===== src/rtl/riscv_fetch_queue.sv =====
// Instruction-fetch front end: sequential PC generation, multiple requests in flight,
// in-order response buffering and redirect flush with stale-response discard.
module riscv_fetch_queue #(
    parameter int              XLEN     = 32,
    parameter int              DEPTH    = 4,
    parameter logic [XLEN-1:0] RESET_PC = '0
) (
    input  logic                       CLK,
    input  logic                       Reset,
    output logic                       IMemReqValid,
    input  logic                       IMemReqReady,
    output logic [XLEN-1:0]            IMemReqAddr,
    input  logic                       IMemRspValid,
    input  logic [31:0]                IMemRspData,
    input  logic                       Redirect,
    input  logic [XLEN-1:0]            RedirectPC,
    output logic                       InstrValid,
    input  logic                       InstrReady,
    output logic [31:0]                InstrF,
    output logic [XLEN-1:0]            PCF,
    output logic [XLEN-1:0]            PCPlus4F,
    output logic [$clog2(DEPTH+1)-1:0] QueueCount
);
    localparam int              CW      = $clog2(DEPTH + 1);
    localparam int              PW      = $clog2(DEPTH);
    localparam logic [CW:0]     DEPTH_W = (CW + 1)'(DEPTH);
    localparam logic [31:0]     NOP     = 32'h0000_0013;
    localparam logic [XLEN-1:0] STEP    = XLEN'(4);

    logic [31:0]     instr_mem [DEPTH];
    logic [XLEN-1:0] pc_mem    [DEPTH];
    logic [PW-1:0]   rd_ptr, wr_ptr;
    logic [CW-1:0]   count, pending, discard;
    logic [XLEN-1:0] fetch_pc, rsp_pc;
    logic [CW:0]     committed;
    logic            accept, rsp_drop, push, pop, not_empty;

    // Slots already promised: queued words plus in-flight words that will be kept.
    assign committed = {1'b0, count} + {1'b0, pending} - {1'b0, discard};

    assign IMemReqValid = !Reset && !Redirect
                        && ({1'b0, pending} < DEPTH_W) && (committed < DEPTH_W);
    assign IMemReqAddr  = fetch_pc;

    assign accept    = IMemReqValid && IMemReqReady;
    assign rsp_drop  = (discard != '0);
    assign push      = IMemRspValid && !rsp_drop && !Redirect && !Reset;
    assign not_empty = (count != '0);
    assign pop       = InstrValid && InstrReady;

    assign InstrValid = !Reset && not_empty;
    assign InstrF     = not_empty ? instr_mem[rd_ptr] : NOP;
    assign PCF        = not_empty ? pc_mem[rd_ptr] : '0;
    assign PCPlus4F   = PCF + STEP;
    assign QueueCount = count;

    always_ff @(posedge CLK) begin
        if (Reset) begin
            fetch_pc <= RESET_PC;
            rsp_pc   <= RESET_PC;
            count    <= '0;
            pending  <= '0;
            discard  <= '0;
            rd_ptr   <= '0;
            wr_ptr   <= '0;
        end else begin
            pending <= pending + CW'(accept) - CW'(IMemRspValid);
            if (Redirect) begin
                // Everything still outstanding after this cycle belongs to the old path.
                count    <= '0;
                rd_ptr   <= '0;
                wr_ptr   <= '0;
                fetch_pc <= RedirectPC;
                rsp_pc   <= RedirectPC;
                discard  <= pending - CW'(IMemRspValid);
            end else begin
                if (accept)
                    fetch_pc <= fetch_pc + STEP;
                if (IMemRspValid && rsp_drop)
                    discard <= discard - CW'(1);
                if (push) begin
                    rsp_pc <= rsp_pc + STEP;
                    wr_ptr <= wr_ptr + PW'(1);
                end
                if (pop)
                    rd_ptr <= rd_ptr + PW'(1);
                count <= count + CW'(push) - CW'(pop);
            end
        end
    end

    always_ff @(posedge CLK) begin
        if (push) begin
            instr_mem[wr_ptr] <= IMemRspData;
            pc_mem[wr_ptr]    <= rsp_pc;
        end
    end
endmodule


===== config.mk =====
export PLATFORM = sky130hd
export DESIGN_NAME = riscv_fetch_queue
export DESIGN_NICKNAME = d
export VERILOG_FILES = /design/src/rtl/riscv_fetch_queue.sv
export SDC_FILE = /design/constraint.sdc
export NUM_CORES = 1
export LEC_CHECK = 0
export BUFFER_PORTS_ARGS = -buffer_cell sky130_fd_sc_hd__buf_2
export CORE_UTILIZATION = 55
export CTS_BUF_LIST = sky130_fd_sc_hd__clkbuf_2 sky130_fd_sc_hd__clkbuf_4 sky130_fd_sc_hd__clkbuf_8
export CTS_CLUSTER_DIAMETER = 40
export CTS_CLUSTER_SIZE = 20
export DETAILED_ROUTE_END_ITERATION = 10
export GPL_TIMING_DRIVEN = 0
export PLACE_DENSITY = 0.81
export SLEW_MARGIN = 10
export SYNTH_ARGS = -nofsm -noshare
export SYNTH_HDL_FRONTEND = slang
export SYNTH_SLANG_ARGS = --single-unit

===== constraint.sdc =====
create_clock -name CLK -period 3.75 [get_ports CLK]
set_clock_uncertainty 0.2 [all_clocks]
set_input_delay 0 -clock CLK [delete_from_list [all_inputs] [get_ports CLK]]
set_output_delay 0 -clock CLK [all_outputs]
set_load 0.1 [all_outputs]

### After elaboration in Yosys (flattened, before gate mapping)

Memory sizes are Yosys's and may differ from the RTL's. A register that Yosys moved wholly into a read port is not among the register bits.
Cells that the tools add are included.

| storage, ports and cells | value |
|---|---|
| register bits after elaboration | 77 |
| bits in writable memories | 256 |
| bits of input ports | 70 |
| output and inout bits | 133 |
| word-level logic and storage cells | 57 |
| memories | 2 |

Memories:

| memory | words | width | rd ports | clocked after Yosys merged registers in | write ports | RTL line | source |
|---|---|---|---|---|---|---|---|
| instr_mem | 4 | 32 | 1 | 1 | 1 | 30 | `logic [31:0] instr_mem [DEPTH];` |
| pc_mem | 4 | 32 | 1 | 1 | 1 | 31 | `logic [XLEN-1:0] pc_mem [DEPTH];` |

| cells by class | value |
|---|---|
| $add $sub $neg | 13 |
| $lt $le $gt $ge | 2 |
| mux-type cells | 14 |
| reductions and logical operators | 19 |

Operators with widths:

| cell | count |
|---|---|
| $mux W32 | 6 |
| $add A32 B3 Y32 const B | 3 |
| $logic_and A1 B1 Y1 | 10 |
| $sub A3 B1 Y3 | 3 |
| $mux W2 | 4 |
| $add A3 B1 Y3 | 2 |
| $mux W3 | 2 |
| $reduce_bool A2 Y1 | 3 |
| $reduce_bool A3 Y1 | 2 |
| $add A2 B1 Y2 const B | 2 |
| $add A3 B3 Y4 | 1 |
| $lt A4 B3 Y1 const B | 1 |
| $sub A4 B3 Y4 | 1 |
| $logic_not A1 Y1 | 3 |
| $lt A3 B3 Y1 const B | 1 |
| $sub A3 B1 Y3 const B | 1 |
| $mux W1 | 2 |
| $reduce_or A2 Y1 | 1 |

### Longest topological paths before layout

| depth | value |
|---|---|
| word-level depth | 7 |
| gate-level depth with buffers | 15 |
| mapped depth without buffers | 14 |

### Worst setup path after synthesis

Ideal clock, no wire load.

| timing path | value |
|---|---|
| path kind | reg-to-output |
| from | register count[1], in the netlist QueueCount[1] |
| to | output port PCPlus4F[16] |
| data arrival time | 6.175 ns |
| path slack | -2.625 ns |
| stages on the path, launching flop included | 15 |
| buffers on the path | 4 |
| cells stage by stage | dfxtp_1 > or3_1 > buf_2 > clkbuf_1 > clkbuf_1 > nand2_1 > inv_1 > ha_1 > nand2_1 > o22ai_1 > and4_1 > buf_2 > and4bb_1 > nand3_1 > xnor2_1 |

| on the way | value |
|---|---|
| cells in the longest elaborated chain, start to end | 3 |

Ends and longest elaborated chain:

| what | RTL line | source |
|---|---|---|
| start: declaration | 33 | `logic [CW-1:0] count, pending, discard;` |
| start signal: assignment | 87 | `count <= count + CW'(push) - CW'(pop);` |
| $reduce_bool A3 Y1 | 48 | `assign not_empty = (count != '0);` |
| $mux W32 | 53 | `assign PCF = not_empty ? pc_mem[rd_ptr] : '0;` |
| named net PCF[2] | 20 | `output logic [XLEN-1:0] PCF,` |
| $add A32 B3 Y32 | 54 | `assign PCPlus4F = PCF + STEP;` |
| end: declaration | 21 | `output logic [XLEN-1:0] PCPlus4F,` |

The timed path passes the listed nets, and every way through them passes these cells.

==> out/qor.txt <==
Core Rows: 60
Setup violators final: 0
Routability Congestion: 0.893
Post-route cell area: 0.0189 mm²
Highest Signal Layer: met4
Largest cells by area after synthesis: edfxtp_1 51%, dfxtp_1 11%, mux4_2 9.3%
Yosys warnings: 0
CTS clock-pin slew for the worst setup and hold paths: 0.09 ns
Crit path depth: 12
Post-synth top flop: edfxtp_1
Vias: 10,100
CP endpoint: PCPlus4F[12]
Fraction of layout cells with a size suffix above 1: 0.305
Worst slew pin tran: 0.837 ns
Final non-filler cell total: 1,776
Crit path DAT: 3.47 ns
Async SR Flop Fraction: 0
Reg area: 0.00928 mm²
Die area: 0.0279 mm²
Yosys reg bits: 335
Outcome: complete, no violations
Vias in the first global route: 10,300
R2R Setup Slk: 0.19 ns
Distinct cells, synth: 66
Achievable Freq: 0.273 GHz
Required @ worst endpoint: 3.55 ns
Crit start category: flop
DR vias/cell: 5.67
TritonCTS clock tree: done
Reg2reg path depth: 12
Cells along the critical path: buf_6 > mux4_1 > and2_2 > ha_4 > nand2b_1 > o22ai_1 > and4_1 > buf_6 > and3_2 > nand3_1 > xnor2_4 > buf_8
Post-synth top area share: 0.513
Total congestion overflow: 0
Placed cell area: 0.0169 mm²
Synth Cell Area: 0.0150 mm²
Top Family by Delay on Critical Path: simple AND/OR/NAND/NOR gates
Hold_ws: 0.0363 ns
RSZ-0062 raised after global routing: true
Max incr delay on CP: 0.62 ns
Final ANT Viol Nets: 0
Worst R2R End: IMemReqAddr[9]
P per Cell Area: 435 mW/mm²
DIE HEIGHT: 167 µm
Fillers: 1,751
Worst hold path class: in2reg
Synth Instances: 1,054
Buf+Inv Stages, Crit Path: 3
FF-to-FF Start: QueueCount[1]
Met1 WL: 14,700 µm
Tmin final: 3.67 ns
Syn Nets: 1,146
GRT Total Usage: 0.258
Sequential fraction of the synthesis area: 0.618
Nature of the critical path endpoint: output pin
Area of the multi-input gates: 0.00551 mm²
# Max-Cap Violations: 0
Most common cell in the netlist: edfxtp_1
Final Cycle Share: 0.978
N_diodes: 0
DRC violations left: 0
Slowest CP cell: mux4_1
Pin count of the biggest net entering global routing: 55
DPL Wire Length: 23,600 µm
H-tree level count: 2
Max Buffers Root-to-Sink: 3
Detail Route met3 WL: 2430 µm
Drt first pass iters: 5
Critical path type: reg2out
Core area: 0.0269 mm²
Post-synth EDFFs: 256
Mean post-synth cell area: 14.2 µm²
First-pass GRT wire length: 56,000 µm
Cell repeated most along the worst path: buf_6
Leak Pwr: 6.98 nW
Die X: 167 µm
Commonest cells post-synth: 256 x edfxtp_1, 79 x dfxtp_1, 66 x and2_1
Critical Path Fanout Max: 10
Starting density of the core: 0.558
Starting DRT DRC Count: 868
Input/output buffers: 202
Total routed wirelength: 35,500 µm
Clock latency on the worst-skew pair: 0.56 ns
Final Hold Fails: 0
Net count, final: 1,496
Largest area contributor in the netlist: edfxtp_1
Wirelength per Cell: 20.0 µm
Slew Limit Fails: 0
Top-level I/O count: 203
DR WL met2: 17,600 µm
Area Growth Syn to Fin: 25.9%
Tot Pwr: 8.20 mW
VDD IR max: 0.316 mV
Num CTS Buffers: 39
Initial antenna violation count: 0
Slew headroom: 0.434
Inst Count DP: 1,601
Root Driver: clkbuf_8
Clock sinks: 335
state kept, by name (all words and copies together), names as in the netlist, named ones only:
name,cells
IMemReqAddr,32
QueueCount,3
discard,3
instr_mem,128
pc_mem,128
pending,3
rd_ptr,2
rsp_pc,32
wr_ptr,2
worst min path at each step:
stage | startpoint | slack (ns) | to | depth (start not counted)
detailed placement | IMemRspData[27] | 0.02 | instr_mem[2][27] | 1
floorplan | IMemRspData[0] | -0.10 | instr_mem[0][0] | 0
finish | IMemRspData[31] | 0.04 | instr_mem[0][31] | 2
global route | IMemRspData[14] | 0.02 | instr_mem[3][14] | 2
CTS | IMemRspData[31] | 0.002 | instr_mem[0][31] | 2
global placement | IMemRspData[2] | 0.01 | instr_mem[0][2] | 1
power breakdown:
group / internal (mW) / total (mW) / switching [mW]
Sequential: 4.10 / 4.21 / 0.114
Combinational: 0.365 / 1.11 / 0.747
Clock: 1.41 / 2.88 / 1.47
cell type report:
type,instances,share of cell area
sequential,335,0.492
multi-input combinational,614,0.292
timing repair buffer,310,0.116
clock buffer,43,0.0304
tap,341,0.0226
clock inverter,29,0.0189
buffer,49,0.0171
inverter,55,0.0113
through the flow:
| stage | setup slack (ns) | setup TNS (ns) | util |
|---|---|---|---|
| 5_1_grt | -0.0509 | -0.0990 | 0.702 |
| 3_5_place_dp | 0.152 | 0 | 0.627 |
| 2_1_floorplan | -0.331 | -0.421 | - |
| 6_report | 0.0844 | 0 | 0.702 |
| 4_1_cts | 0.0246 | 0 | 0.699 |
| 3_3_place_gp | -0.715 | -177.58 | 0.623 |
logic make-up (layout without fill, tap and decap cells):
| kind of cell | after synthesis | after routing | share of synthesized area |
|---|---|---|---|
| flip-flops | 335 | 335 | 0.618 |
| multiplexers | 70 | 70 | 0.102 |
| adder cells (fa/ha/maj) | 22 | 22 | 0.0204 |
| buffers and inverters | 105 | 486 | 0.0336 |
| AO/OA/AOI/OAI | 124 | 124 | 0.0558 |
| AND/OR/NAND/NOR | 310 | 310 | 0.119 |
| XOR/XNOR | 88 | 88 | 0.0514 |
layout by cell type (no fill, tap or decap), drive strengths merged, types with 9 or more instances in the layout:
master         n
nor2          40
and3          10
and2          68
dfxtp         79
nand4         25
o21a           9
clkinv        12
dlygate4sd3   96
a21oi         39
a21boi        34
xor2          29
o21ai         11
xnor2         59
edfxtp       256
nand2         58
mux4          65
ha            18
inv           62
nor3          20
nor4          10
nand3         42
clkbuf        75
buf          231
per-layer routing:
| layer | vias to the layer above | track usage |
|---|---|---|
| li1 | 4628 | - |
| met1 | 4946 | 0.345 |
| met2 | 439 | 0.438 |
| met3 | 57 | 0.0423 |
| met4 | 0 | 0.0733 |
| met5 | - | 0 |
timing repair:
action                                  in CTS  in global routing
endpoints found under the hold margin      203                  0
endpoints found under the setup margin       5                 15
hold buffers                                96                  0
setup buffers                                1                  7
pin swaps                                    1                  5
resized for setup                            9                 13
Note: power is estimated with default switching activity, not from simulation.
